==> src/rtl/jtag_pkg.sv <==
// rtl/jtag_pkg.sv - shared TAP state encoding and instruction codes for the multi-channel DAP
package jtag_pkg;

    typedef enum logic [3:0] {
        ST_TLR      = 4'h0,
        ST_RTI      = 4'h1,
        ST_SEL_DR   = 4'h2,
        ST_CAP_DR   = 4'h3,
        ST_SHIFT_DR = 4'h4,
        ST_EXIT1_DR = 4'h5,
        ST_PAUSE_DR = 4'h6,
        ST_EXIT2_DR = 4'h7,
        ST_UPD_DR   = 4'h8,
        ST_SEL_IR   = 4'h9,
        ST_CAP_IR   = 4'hA,
        ST_SHIFT_IR = 4'hB,
        ST_EXIT1_IR = 4'hC,
        ST_PAUSE_IR = 4'hD,
        ST_EXIT2_IR = 4'hE,
        ST_UPD_IR   = 4'hF
    } tap_state_e;

    localparam int IR_IDCODE  = 1;
    localparam int IR_CH_BASE = 2;

    function automatic int IR_BYPASS(input int ir_len);
        return (1 << ir_len) - 1;
    endfunction

endpackage

==> src/rtl/jtag_tap_fsm.sv <==
// rtl/jtag_tap_fsm.sv - IEEE 1149.1 TAP state machine with decoded capture/shift/update strobes
module jtag_tap_fsm
    import jtag_pkg::*;
(
    input  logic       tck,
    input  logic       trst,
    input  logic       tms,
    output tap_state_e state,
    output logic       tlr,
    output logic       capture_ir,
    output logic       shift_ir,
    output logic       update_ir,
    output logic       capture_dr,
    output logic       shift_dr,
    output logic       update_dr
);

    tap_state_e state_next;

    always_ff @(posedge tck or posedge trst) begin
        if (trst) state <= ST_TLR;
        else      state <= state_next;
    end

    always_comb begin
        state_next = state;
        case (state)
            ST_TLR:      state_next = tms ? ST_TLR      : ST_RTI;
            ST_RTI:      state_next = tms ? ST_SEL_DR   : ST_RTI;
            ST_SEL_DR:   state_next = tms ? ST_SEL_IR   : ST_CAP_DR;
            ST_CAP_DR:   state_next = tms ? ST_EXIT1_DR : ST_SHIFT_DR;
            ST_SHIFT_DR: state_next = tms ? ST_EXIT1_DR : ST_SHIFT_DR;
            ST_EXIT1_DR: state_next = tms ? ST_UPD_DR   : ST_PAUSE_DR;
            ST_PAUSE_DR: state_next = tms ? ST_EXIT2_DR : ST_PAUSE_DR;
            ST_EXIT2_DR: state_next = tms ? ST_UPD_DR   : ST_SHIFT_DR;
            ST_UPD_DR:   state_next = tms ? ST_SEL_DR   : ST_RTI;
            ST_SEL_IR:   state_next = tms ? ST_TLR      : ST_CAP_IR;
            ST_CAP_IR:   state_next = tms ? ST_EXIT1_IR : ST_SHIFT_IR;
            ST_SHIFT_IR: state_next = tms ? ST_EXIT1_IR : ST_SHIFT_IR;
            ST_EXIT1_IR: state_next = tms ? ST_UPD_IR   : ST_PAUSE_IR;
            ST_PAUSE_IR: state_next = tms ? ST_EXIT2_IR : ST_PAUSE_IR;
            ST_EXIT2_IR: state_next = tms ? ST_UPD_IR   : ST_SHIFT_IR;
            ST_UPD_IR:   state_next = tms ? ST_SEL_DR   : ST_RTI;
            default:     state_next = ST_TLR;
        endcase
    end

    assign tlr        = (state == ST_TLR);
    assign capture_ir = (state == ST_CAP_IR);
    assign shift_ir   = (state == ST_SHIFT_IR);
    assign update_ir  = (state == ST_UPD_IR);
    assign capture_dr = (state == ST_CAP_DR);
    assign shift_dr   = (state == ST_SHIFT_DR);
    assign update_dr  = (state == ST_UPD_DR);

endmodule

==> src/rtl/jtag_multi_dap.sv <==
// rtl/jtag_multi_dap.sv - JTAG DAP with IDCODE, BYPASS and NUM_CH user DR channels in the tck domain
module jtag_multi_dap
    import jtag_pkg::*;
#(
    parameter int          IR_LEN     = 4,
    parameter int          NUM_CH     = 2,
    parameter int          DR_LEN     = 32,
    parameter logic [31:0] IDCODE_VAL = 32'h1DC0_0001
) (
    input  logic                       tck,
    input  logic                       trst,
    input  logic                       tms,
    input  logic                       tdi,
    output logic                       tdo,
    output logic                       tdo_en,
    input  logic [NUM_CH*DR_LEN-1:0]   ch_capture_data,
    output logic [NUM_CH-1:0]          ch_capture_strobe,
    output logic [NUM_CH*DR_LEN-1:0]   ch_update_data,
    output logic [NUM_CH-1:0]          ch_update_valid
);

    localparam int W    = (DR_LEN > 32) ? DR_LEN : 32;
    localparam int CH_W = (NUM_CH > 1) ? $clog2(NUM_CH) : 1;

    tap_state_e state;
    logic       tlr, capture_ir, shift_ir, update_ir, capture_dr, shift_dr, update_dr;

    jtag_tap_fsm u_tap_fsm (
        .tck        (tck),
        .trst       (trst),
        .tms        (tms),
        .state      (state),
        .tlr        (tlr),
        .capture_ir (capture_ir),
        .shift_ir   (shift_ir),
        .update_ir  (update_ir),
        .capture_dr (capture_dr),
        .shift_dr   (shift_dr),
        .update_dr  (update_dr)
    );

    logic [IR_LEN-1:0] ir_sr, ir_active;
    logic [W-1:0]      dr_sr, dr_shifted, dr_capture;
    logic              sel_idcode, sel_ch;
    logic [CH_W-1:0]   ch_idx;

    // Anything that is neither IDCODE nor a channel falls through to the 1-bit bypass path
    always_comb begin
        sel_idcode = (ir_active == IR_LEN'(IR_IDCODE));
        sel_ch     = 1'b0;
        ch_idx     = '0;
        for (int k = 0; k < NUM_CH; k++) begin
            if (ir_active == IR_LEN'(IR_CH_BASE + k)) begin
                sel_ch = 1'b1;
                ch_idx = CH_W'(k);
            end
        end
    end

    always_comb begin
        dr_capture = '0;
        if (sel_ch)          dr_capture[DR_LEN-1:0] = ch_capture_data[int'(ch_idx)*DR_LEN +: DR_LEN];
        else if (sel_idcode) dr_capture[31:0]       = IDCODE_VAL;
        dr_shifted = dr_sr >> 1;
        if (sel_ch)          dr_shifted[DR_LEN-1] = tdi;
        else if (sel_idcode) dr_shifted[31]       = tdi;
        else                 dr_shifted[0]        = tdi;
    end

    always_ff @(posedge tck or posedge trst) begin
        if (trst) begin
            ir_sr             <= '0;
            ir_active         <= IR_LEN'(IR_IDCODE);
            dr_sr             <= '0;
            ch_capture_strobe <= '0;
            ch_update_valid   <= '0;
            ch_update_data    <= '0;
        end else begin
            ch_capture_strobe <= '0;
            ch_update_valid   <= '0;

            if (tlr)            ir_active <= IR_LEN'(IR_IDCODE);
            else if (update_ir) ir_active <= ir_sr;

            if (capture_ir)    ir_sr <= IR_LEN'(1);
            else if (shift_ir) ir_sr <= {tdi, ir_sr[IR_LEN-1:1]};

            if (capture_dr) begin
                dr_sr <= dr_capture;
                if (sel_ch) ch_capture_strobe <= NUM_CH'(1) << ch_idx;
            end else if (shift_dr) begin
                dr_sr <= dr_shifted;
            end

            if (update_dr && sel_ch) begin
                ch_update_data[int'(ch_idx)*DR_LEN +: DR_LEN] <= dr_sr[DR_LEN-1:0];
                ch_update_valid <= NUM_CH'(1) << ch_idx;
            end
        end
    end

    // tdo launches on the falling edge so the host samples a settled bit on the next rising edge
    always_ff @(negedge tck or posedge trst) begin
        if (trst) begin
            tdo    <= 1'b0;
            tdo_en <= 1'b0;
        end else begin
            tdo_en <= (state == ST_SHIFT_IR) || (state == ST_SHIFT_DR);
            if (state == ST_SHIFT_IR)      tdo <= ir_sr[0];
            else if (state == ST_SHIFT_DR) tdo <= dr_sr[0];
        end
    end

endmodule

==> config.mk <==
export PLATFORM = sky130hd
export DESIGN_NAME = jtag_multi_dap
export DESIGN_NICKNAME = d
export VERILOG_FILES = /design/src/rtl/jtag_pkg.sv /design/src/rtl/jtag_tap_fsm.sv /design/src/rtl/jtag_multi_dap.sv
export SDC_FILE = /design/constraint.sdc
export NUM_CORES = 1
export LEC_CHECK = 0
export CAP_MARGIN = 20
export CORE_ASPECT_RATIO = 1.75
export CORE_MARGIN = 2
export CORE_UTILIZATION = 50
export CTS_BUF_LIST = sky130_fd_sc_hd__clkbuf_8
export CTS_CLUSTER_DIAMETER = 40
export CTS_CLUSTER_SIZE = 10
export DETAILED_ROUTE_END_ITERATION = 10
export PLACE_DENSITY_LB_ADDON = 0.15
export SETUP_SLACK_MARGIN = 0.4
export SLEW_MARGIN = 20
export SYNTH_ARGS = -nofsm -noshare
export SYNTH_HDL_FRONTEND = slang
export SYNTH_SLANG_ARGS = --single-unit
==> constraint.sdc <==
create_clock -name tck -period 4.77 [get_ports tck]
set_clock_uncertainty 0.05 [all_clocks]
set_input_delay 0.954 -clock tck [delete_from_list [all_inputs] [get_ports tck]]
set_output_delay 0.954 -clock tck [all_outputs]
set_load 0.02 [all_outputs]
# After elaboration in Yosys (flattened, before gate mapping)
# Cells that the tools add are included.
# totals
ff_bits,114
output_inout_bits,70
# classes
add_sub_neg,1
n_eq_ne,18
shift,4
n_mux,34
n_reduce_logical,10
# op_table
op,count
$mux 32,3
$bwmux 64,1
$shift 32x33->64 const A,1
$shiftx 32x33->64,1
$shiftx 64x7->32,1
$pmux 4 s12,1
$neg 6->33,1
$eq 4x4->1 const B,8
$mux 4,8
$mux 29,1
$eq 4x2->1 const B,4
$eq 4x3->1 const B,4
$mux 1,12
$mux 2,6
$eq 4x1->1 const B,2
$reduce_bool 2->1,4
$mux 3,2
$logic_not 4->1,1
$reduce_or 2->1,2
$reduce_or 3->1,1
$shl 1x1->2 const A,1
$logic_and 1x1->1,1
$logic_or 1x1->1,1

# Logic depth before layout (Yosys ltp)
# Gate-level depths: netlist of run 1.
# logic_depth
depth_word,6
mapped_depth,6

# Hierarchy
# Synthesis of run 1 repeated with hierarchy kept, for this count alone.
# hier_totals
hier_cells,493
area_unflattened_um2,5292.6
# modules_own_cells
mod,n_inst,cells_each,area_per_inst_um2,seq_area_each_um2
jtag_multi_dap,1,449,4919.7,2753.9
jtag_tap_fsm,1,44,372.9,100.1

==> impl_metrics.toml, run 1 <==
[status]
status = "finished, final reports clean"

[timing]
finalHoldViolCount = 0
setup_tns_ns = 0
worstMarginPinSlew_ns = 1.06
report.final.slew_viol_count = 0
rsz0062_at_grt = "false"
max-slew-margin-rel_pct = 29.1
setup_viol = 0

[die]
start_util_pct = 51.5
ios = 138
die_area_um2 = 11000
die_w_um = 80.2
die_h_um = 137
rows = 48
core_um2 = 9850

[routing]
firstDrtPassIters = 4
avgRoutedWirePerCell_um = 18.7
vias = 3770
ant_nets = 0
remaining_drc_errors = 0
vias_per_cell = 5.59
drtIter0Drc = 185
wl_um = 12600

[flow_run]
cap_violations = 0

[global_route]
track_usage_pct = 24.1
grt_max_degree = 80
first_global_vias = 4086
overflow = 0
grt_pass1_wl_um = 19900
antenna_found_initial = 0

[yosys]
synth.top_cell.area_share_pct = 54.7
ys.flop_type = "dfrtp_1"
syn-cell-area_um2 = 5080
yosysWarnings = 0
synth_async_sr_flop_share_pct = 100
yosysTopAreaCell = "dfrtp_1"
synth_area_leaders = "dfrtp_1 55%, mux2i_1 11%, mux2_2 8.9%"
syn_area_per_cell_um2 = 12.6
syn_inst = 404
seq_area_frac_synth_pct = 56.2
synthDistinctLibCells = 41
synth_edf_count = 0
synth_seq_cells = 114
syn_nets = 472

[worst_setup_path]
path_cells = "buf_6"
arrival_ns = 3.32
ff2ff_path_depth = 4
cpMaxStageDelayCell = "dfrtn_1"
crit_type = "flip-flop to output port"
start_kind = "flip-flop"
regToRegStartpoint = "u_tap_fsm.state[3]"
critPathTopFamily = "flip-flops"
end_kind = "output port"
crit_fanout = 2
critPathBufInv = 1
max_stage_delay_ns = 0.43
r2r_setup_slack_ns = 0.82
r2r_end = "tdo"
required_ns = 3.77

[worst_hold_path]
whs_path_depth = 1
worstHoldEndpoint = "ch_update_data[9]"
min_from = "ch_update_data[9]"
hold_path_class = "flip-flop to flip-flop"

[finish]
final_common_cell = "clkdlybuf4s50_1"
mostFrequentLayoutCells = "135 x clkdlybuf4s50_1, 111 x dfrtp_1, 56 x mux2i_1"
area_growth_pct = 36.5
layout-drive-gt1-share_pct = 15.7
diodes = 0
final_net_count = 605

[power_and_ir_drop]
p_leak_nw = 3.25
power_density_nw_per_um2 = 535
vdd_drop_max_mv = 0.382
total_power_w = 0.00371

[place]
dpl.hpwl_um = 8700
port_buffers = 137
gp_congestion = 0.836

[clock_tree]
clock_latency_ns = 0.42
postCtsSetupBuffers = 0
cts_buffers = 17
cts.sinks = 114
clkSlewWorstSetupHoldPaths_ns = 0.06
cts-root-buf = "clkbuf_8"
tritoncts = "done"
ctsHoldBuffers = 0
clockBufferDepth = 2
htreeDepth = 4
==> flip-flops by register name, summed over array words and instances, names as in the netlist <==
name               count
u_tap_fsm.state        4
ir_active              4
dr_sr                 32
ch_capture_strobe      2
ch_update_valid        2
ch_update_data        64
ir_sr                  4
tdo_en                 1
tdo                    1
==> power by group <==
part,internal [W],leakage (nW),switching (W),total [W]
Combinational,0.000627,1.50,0.000590,0.00122
Clock,0.000534,0.212,0.000377,0.000911
Sequential,0.00124,1.54,0.000342,0.00158
==> metrics by stage <==
step | hold slack, ns | area, um2 | utilization (%) | std cells | setup WS [ns]
2_1_floorplan | 0.422 | 5080 | - | 404 | 0.0974
6_report | 0.434 | 6930 | 70.4 | 674 | 0.446
5_1_grt | 0.452 | 6930 | 70.4 | 674 | 0.400
4_1_cts | 0.438 | 6900 | 70.0 | 673 | 0.401
3_5_place_dp | 0.424 | 6510 | 66.1 | 642 | 0.395
3_3_place_gp | 0.419 | 6510 | 66.1 | 642 | 0.379
==> final cells by class <==
| cell class | instances | area, um2 |
|---|---|---|
| Multi-Input combinational cell | 256 | 2070 |
| Clock buffer | 19 | 262 |
| Inverter | 5 | 22.5 |
| Sequential cell | 114 | 2850 |
| Clock inverter | 12 | 140 |
| Tap cell | 125 | 156 |
| Fill cell | 743 | 2920 |
| Timing Repair Buffer | 143 | 1430 |
==> what timing repair did <==
| action | in CTS | in global routing |
|---|---|---|
| gates resized for setup | 8 | 2 |
| pin swaps | 0 | 0 |
| setup endpoints to repair | 2 | 1 |
==> cell usage after synthesis, drive strengths merged (2+ instances only) <==
master   instances
inv              4
nor4b            2
o21ai           16
a22oi            2
nor2            16
o22ai           28
nand2b           2
buf             16
o2111ai          7
dfrtp          111
nand3            3
a21oi           11
mux2i           56
clkbuf          13
nand3b           2
nand2           31
a31oi            3
mux2            65
dfrtn            2
==> layer usage <==
layer / track usage (%) / part of all wire (%)
met1: 25.4 / 38
met2: 43.5 / 55
met3: 6.29 / 4.1
met4: 12.1 / 3.7
met5: 0 / 0
==> logic make-up (layout without fill, tap and decap cells) <==
| group | after synthesis | count (layout) | synth area share (%) |
|---|---|---|---|
| mux | 121 | 121 | 25.5 |
| flops | 114 | 114 | 56.2 |
| compound gates | 70 | 70 | 8.45 |
| simple gates | 64 | 64 | 6.48 |
| buf+inv | 34 | 179 | 3.23 |
| xor+xnor | 1 | 1 | 0.173 |
==> worst max path at each step <==
stage | start | end | slack (ns) | cells after the start
2_1_floorplan | trst | tdo | 0.1 | 1
3_5_place_dp | tdo | tdo | 0.39 | 1
4_1_cts | tdo | tdo | 0.40 | 1
6_report | tdo | tdo | 0.45 | 1
5_1_grt | tdo | tdo | 0.40 | 1
3_3_place_gp | tdo | tdo | 0.38 | 1
Power figures use the tool's default switching activity.
==> run 2, diff against run 1 <==
--- a/config.mk
+++ b/config.mk
@@ -8,7 +8,7 @@
 export CAP_MARGIN = 20
 export CORE_ASPECT_RATIO = 1.75
 export CORE_MARGIN = 2
-export CORE_UTILIZATION = 50
+export CORE_UTILIZATION = 45
 export CTS_BUF_LIST = sky130_fd_sc_hd__clkbuf_8
 export CTS_CLUSTER_DIAMETER = 40
 export CTS_CLUSTER_SIZE = 10
==> impl_metrics.toml, run 2 (synthesis gave the netlist of run 1 again) <==
[status]
status = "finished, final reports clean"

[global_route]
overflow = 0
grt-busiest-layer = "met2"
grt_pass1_wl_um = 19700
grt_max_degree = 67
met2_usage_pct = 36.7
first_global_vias = 3899
track_usage_pct = 21.1
grt_util_met3_pct = 5.14
use_met1_pct = 23.7
antenna_found_initial = 0

[flow_run]
cap_violations = 0

[power_and_ir_drop]
vdd_drop_max_mv = 0.489
p_leak_nw = 3.28
power_density_nw_per_um2 = 545

[worst_setup_path]
arrival_ns = 3.33
max_stage_delay_ns = 0.42
start_kind = "flip-flop"
critPathTopFamily = "flip-flops"
crit_cells = 1
crit_type = "flip-flop to output port"
cpMaxStageDelayCell = "dfrtn_1"
ff2ff_path_depth = 4
cp-startpoint = "tdo"
r2r_end = "tdo"
required_ns = 3.77
end_kind = "output port"
critPathCapture = "tdo"
regToRegStartpoint = "u_tap_fsm.state[1]"
critPathBufInv = 1
r2r_setup_slack_ns = 0.80
crit_fanout = 2
path_cells = "buf_4"

[clock_tree]
clock_latency_ns = 0.42
clkSlewWorstSetupHoldPaths_ns = 0.06
tritoncts = "done"
cts.sinks = 114
cts-root-buf = "clkbuf_8"
clockBufferDepth = 2
cts_buffers = 17
cts_resized = 8
ctsHoldBuffers = 0
htreeDepth = 4
postCtsSetupBuffers = 0

[finish]
mostFrequentLayoutCells = "135 x clkdlybuf4s50_1, 111 x dfrtp_1, 56 x mux2i_1"
final_net_count = 605
layout-drive-gt1-share_pct = 15.5
area_growth_pct = 37.7
top_regs = "ch_update_data (64), dr_sr (32)"
largest_reg_flops = 64
final_common_cell = "clkdlybuf4s50_1"
regMostFlops = "ch_update_data"
diodes = 0

[routing]
vias_per_cell = 5.51
ant_nets = 0
vias = 3758
wl_um = 12500
remaining_drc_errors = 0
avgRoutedWirePerCell_um = 18.3
firstDrtPassIters = 4
drtIter0Drc = 198

[worst_hold_path]
hold_path_class = "flip-flop to flip-flop"

[place]
gp_congestion = 0.819
port_buffers = 137
dpl.hpwl_um = 8510

[timing]
report.final.slew_viol_count = 0
finalHoldViolCount = 0
setup_tns_ns = 0
setup_viol = 0
max-slew-margin-rel_pct = 28.1
holdWs_ns = 0.438
rsz0062_at_grt = "false"
worstMarginPinSlew_ns = 1.08

[die]
die_area_um2 = 12200
die_w_um = 84.3
start_util_pct = 46.0
core_um2 = 11000
rows = 51
ios = 138
die_h_um = 145
[run 2: cell count changes in the layout (fill, tap and decap cells not counted), sizes merged]
cell / delta
bufinv: +2
clkinv: -4
clkinvlp: +1
inv: +2
[run 2: final cells by class]
class / count / area (um2)
clock inverters: 13 / 191
flip-flops and latches: 114 / 2850
well taps: 132 / 165
repair buffers: 143 / 1430
multi-input cells: 256 / 2070
inverters: 5 / 22.5
fillers: 893 / 4050
clock buffers: 19 / 262
[run 2: power by group]
group	leakage (nW)	switching, W	internal, W
clock network	0.235	0.000379	0.000641
registers	1.54	0.000340	0.00124
logic	1.50	0.000587	0.000624
total	3.28	0.00131	0.00250
[run 2: metrics by stage]
step           util (%)  instance area [um2]  instances  total power, W  worst slack (ns)
5_1_grt            63.3                 6990        682         0.00403             0.407
6_report           63.3                 6990        682         0.00381             0.438
3_5_place_dp       59.0                 6520        649         0.00281             0.372
4_1_cts            63.0                 6960        681         0.00383             0.397
2_1_floorplan         -                 5080        404         0.00231            0.0974
3_3_place_gp       59.0                 6520        649         0.00277             0.382
[run 2: layer usage]
layer	up-vias	wire length [um]
met4	0	437
met2	129	6610
met5	-	0
li1	1733	-
met3	31	590
met1	1865	4870
[run 2: worst min-delay path by stage]
stage                     slack, ns          startpoint                 end  cells after the start
final                          0.44  ch_update_data[62]  ch_update_data[62]                      1
after global routing           0.46  ch_update_data[17]  ch_update_data[17]                      1
after CTS                      0.44  ch_update_data[17]  ch_update_data[17]                      1
after detailed placement       0.42  ch_update_data[17]  ch_update_data[17]                      1
after global placement         0.42  ch_update_data[15]  ch_update_data[15]                      1
after floorplan                0.42            ir_sr[0]            ir_sr[0]                      2
==> run 3, diff against run 2 <==
--- a/config.mk
+++ b/config.mk
@@ -13,6 +13,7 @@
 export CTS_CLUSTER_DIAMETER = 40
 export CTS_CLUSTER_SIZE = 10
 export DETAILED_ROUTE_END_ITERATION = 10
+export MAX_ROUTING_LAYER = met4
 export PLACE_DENSITY_LB_ADDON = 0.15
 export SETUP_SLACK_MARGIN = 0.4
 export SLEW_MARGIN = 20
==> impl_metrics.toml, run 3 (synthesis gave the netlist of run 1 again) <==
[status]
status = "finished, final reports clean"

[worst_setup_path]
crit_cells = 1
cpMaxStageDelayCell = "dfrtn_1"
required_ns = 3.77
max_stage_delay_ns = 0.42
critPathBufInv = 1
end_kind = "output port"
crit_type = "flip-flop to output port"
cp-startpoint = "tdo"
regToRegStartpoint = "u_tap_fsm.state[1]"
critPathTopFamily = "flip-flops"
r2r_setup_slack_ns = 0.79
r2r_end = "tdo"
arrival_ns = 3.33
ff2ff_path_depth = 4
start_kind = "flip-flop"
crit_fanout = 2
path_cells = "buf_4"

[place]
dpl.hpwl_um = 8510
port_buffers = 137
gp_congestion = 0.831
dpl_cell_area_um2 = 6520

[worst_hold_path]
worstHoldEndpoint = "ch_update_data[62]"
hold_path_class = "flip-flop to flip-flop"
min_from = "ch_update_data[62]"
whs_path_depth = 1

[finish]
diodes = 0
final_common_cell = "clkdlybuf4s50_1"
layout-drive-gt1-share_pct = 15.5
final_area_um2 = 6990
mostFrequentLayoutCells = "135 x clkdlybuf4s50_1, 111 x dfrtp_1, 56 x mux2i_1"
area_growth_pct = 37.7
regMostFlops = "ch_update_data"
top_regs = "ch_update_data (64), dr_sr (32)"
fin_util_pct = 63.3
largest_reg_flops = 64
final_net_count = 605

[clock_tree]
cts_buffers = 17
tritoncts = "done"
clockBufferDepth = 2
clock_latency_ns = 0.42
cts-root-buf = "clkbuf_8"
postCtsSetupBuffers = 0
clkSlewWorstSetupHoldPaths_ns = 0.06
htreeDepth = 4
cts.sinks = 114
ctsHoldBuffers = 0

[routing]
firstDrtPassIters = 6
avgRoutedWirePerCell_um = 18.4
ant_nets = 0
remaining_drc_errors = 0
wl_um = 12500
vias_per_cell = 5.50
vias = 3753
drtIter0Drc = 223

[die]
rows = 51
ios = 138
start_util_pct = 46.0
die_w_um = 84.3
die_area_um2 = 12200
die_h_um = 145
core_um2 = 11000

[global_route]
track_usage_pct = 21.7
first_global_vias = 3896
overflow = 0
antenna_found_initial = 0
grt_pass1_wl_um = 19800
grt_max_degree = 67

[timing]
rsz0062_at_grt = "false"
holdWs_ns = 0.438
report.final.slew_viol_count = 0
setup_tns_ns = 0
setup_viol = 0
finalHoldViolCount = 0
max-slew-margin-rel_pct = 28.4
worstMarginPinSlew_ns = 1.07

[power_and_ir_drop]
power_density_nw_per_um2 = 545
p_leak_nw = 3.28
vdd_drop_max_mv = 0.491

[flow_run]
cap_violations = 0
run 3: cell counts in the layout (fill, tap and decap cells not counted):
No cell type changed its count.
run 3: what timing repair did:
item,in CTS,in global routing
setup endpoints to repair,2,1
hold endpoints to repair,0,0
resized for setup,8,1
run 3: per-layer routing:
metal / track usage (%) / up-vias / routed length, um
met4: 11.1 / 0 / 382
li1: - / 1734 / -
met3: 5.02 / 22 / 576
met5: - / - / 0
met1: 23.9 / 1869 / 4890
met2: 36.8 / 128 / 6670
run 3: worst max-delay path by stage:
stage,end,slack (ns)
5_1_grt,tdo_en,0.41
6_report,tdo,0.44
3_5_place_dp,tdo,0.37
2_1_floorplan,tdo,0.1
3_3_place_gp,tdo,0.38
4_1_cts,tdo,0.40
run 3: cell type report:
cell class / instances / area (um2)
sequential: 114 / 2850
tap: 132 / 165
clock inverter: 13 / 191
multi-input combinational: 256 / 2070
inverter: 5 / 22.5
fill: 893 / 4050
clock buffer: 19 / 262
timing repair buffer: 143 / 1430
run 3: per-stage QoR:
step	std cells	setup WS [ns]	power (W)
finish	682	0.438	0.00381
floorplan	404	0.0974	0.00231
CTS	681	0.397	0.00383
global placement	649	0.382	0.00277
detailed placement	649	0.372	0.00281
global route	682	0.405	0.00403
run 3: where the power goes:
part | internal [W] | leakage, nW | total (W) | switching, W
Combinational | 0.000624 | 1.50 | 0.00121 | 0.000588
Clock | 0.000641 | 0.235 | 0.00102 | 0.000381
Sequential | 0.00124 | 1.54 | 0.00158 | 0.000339
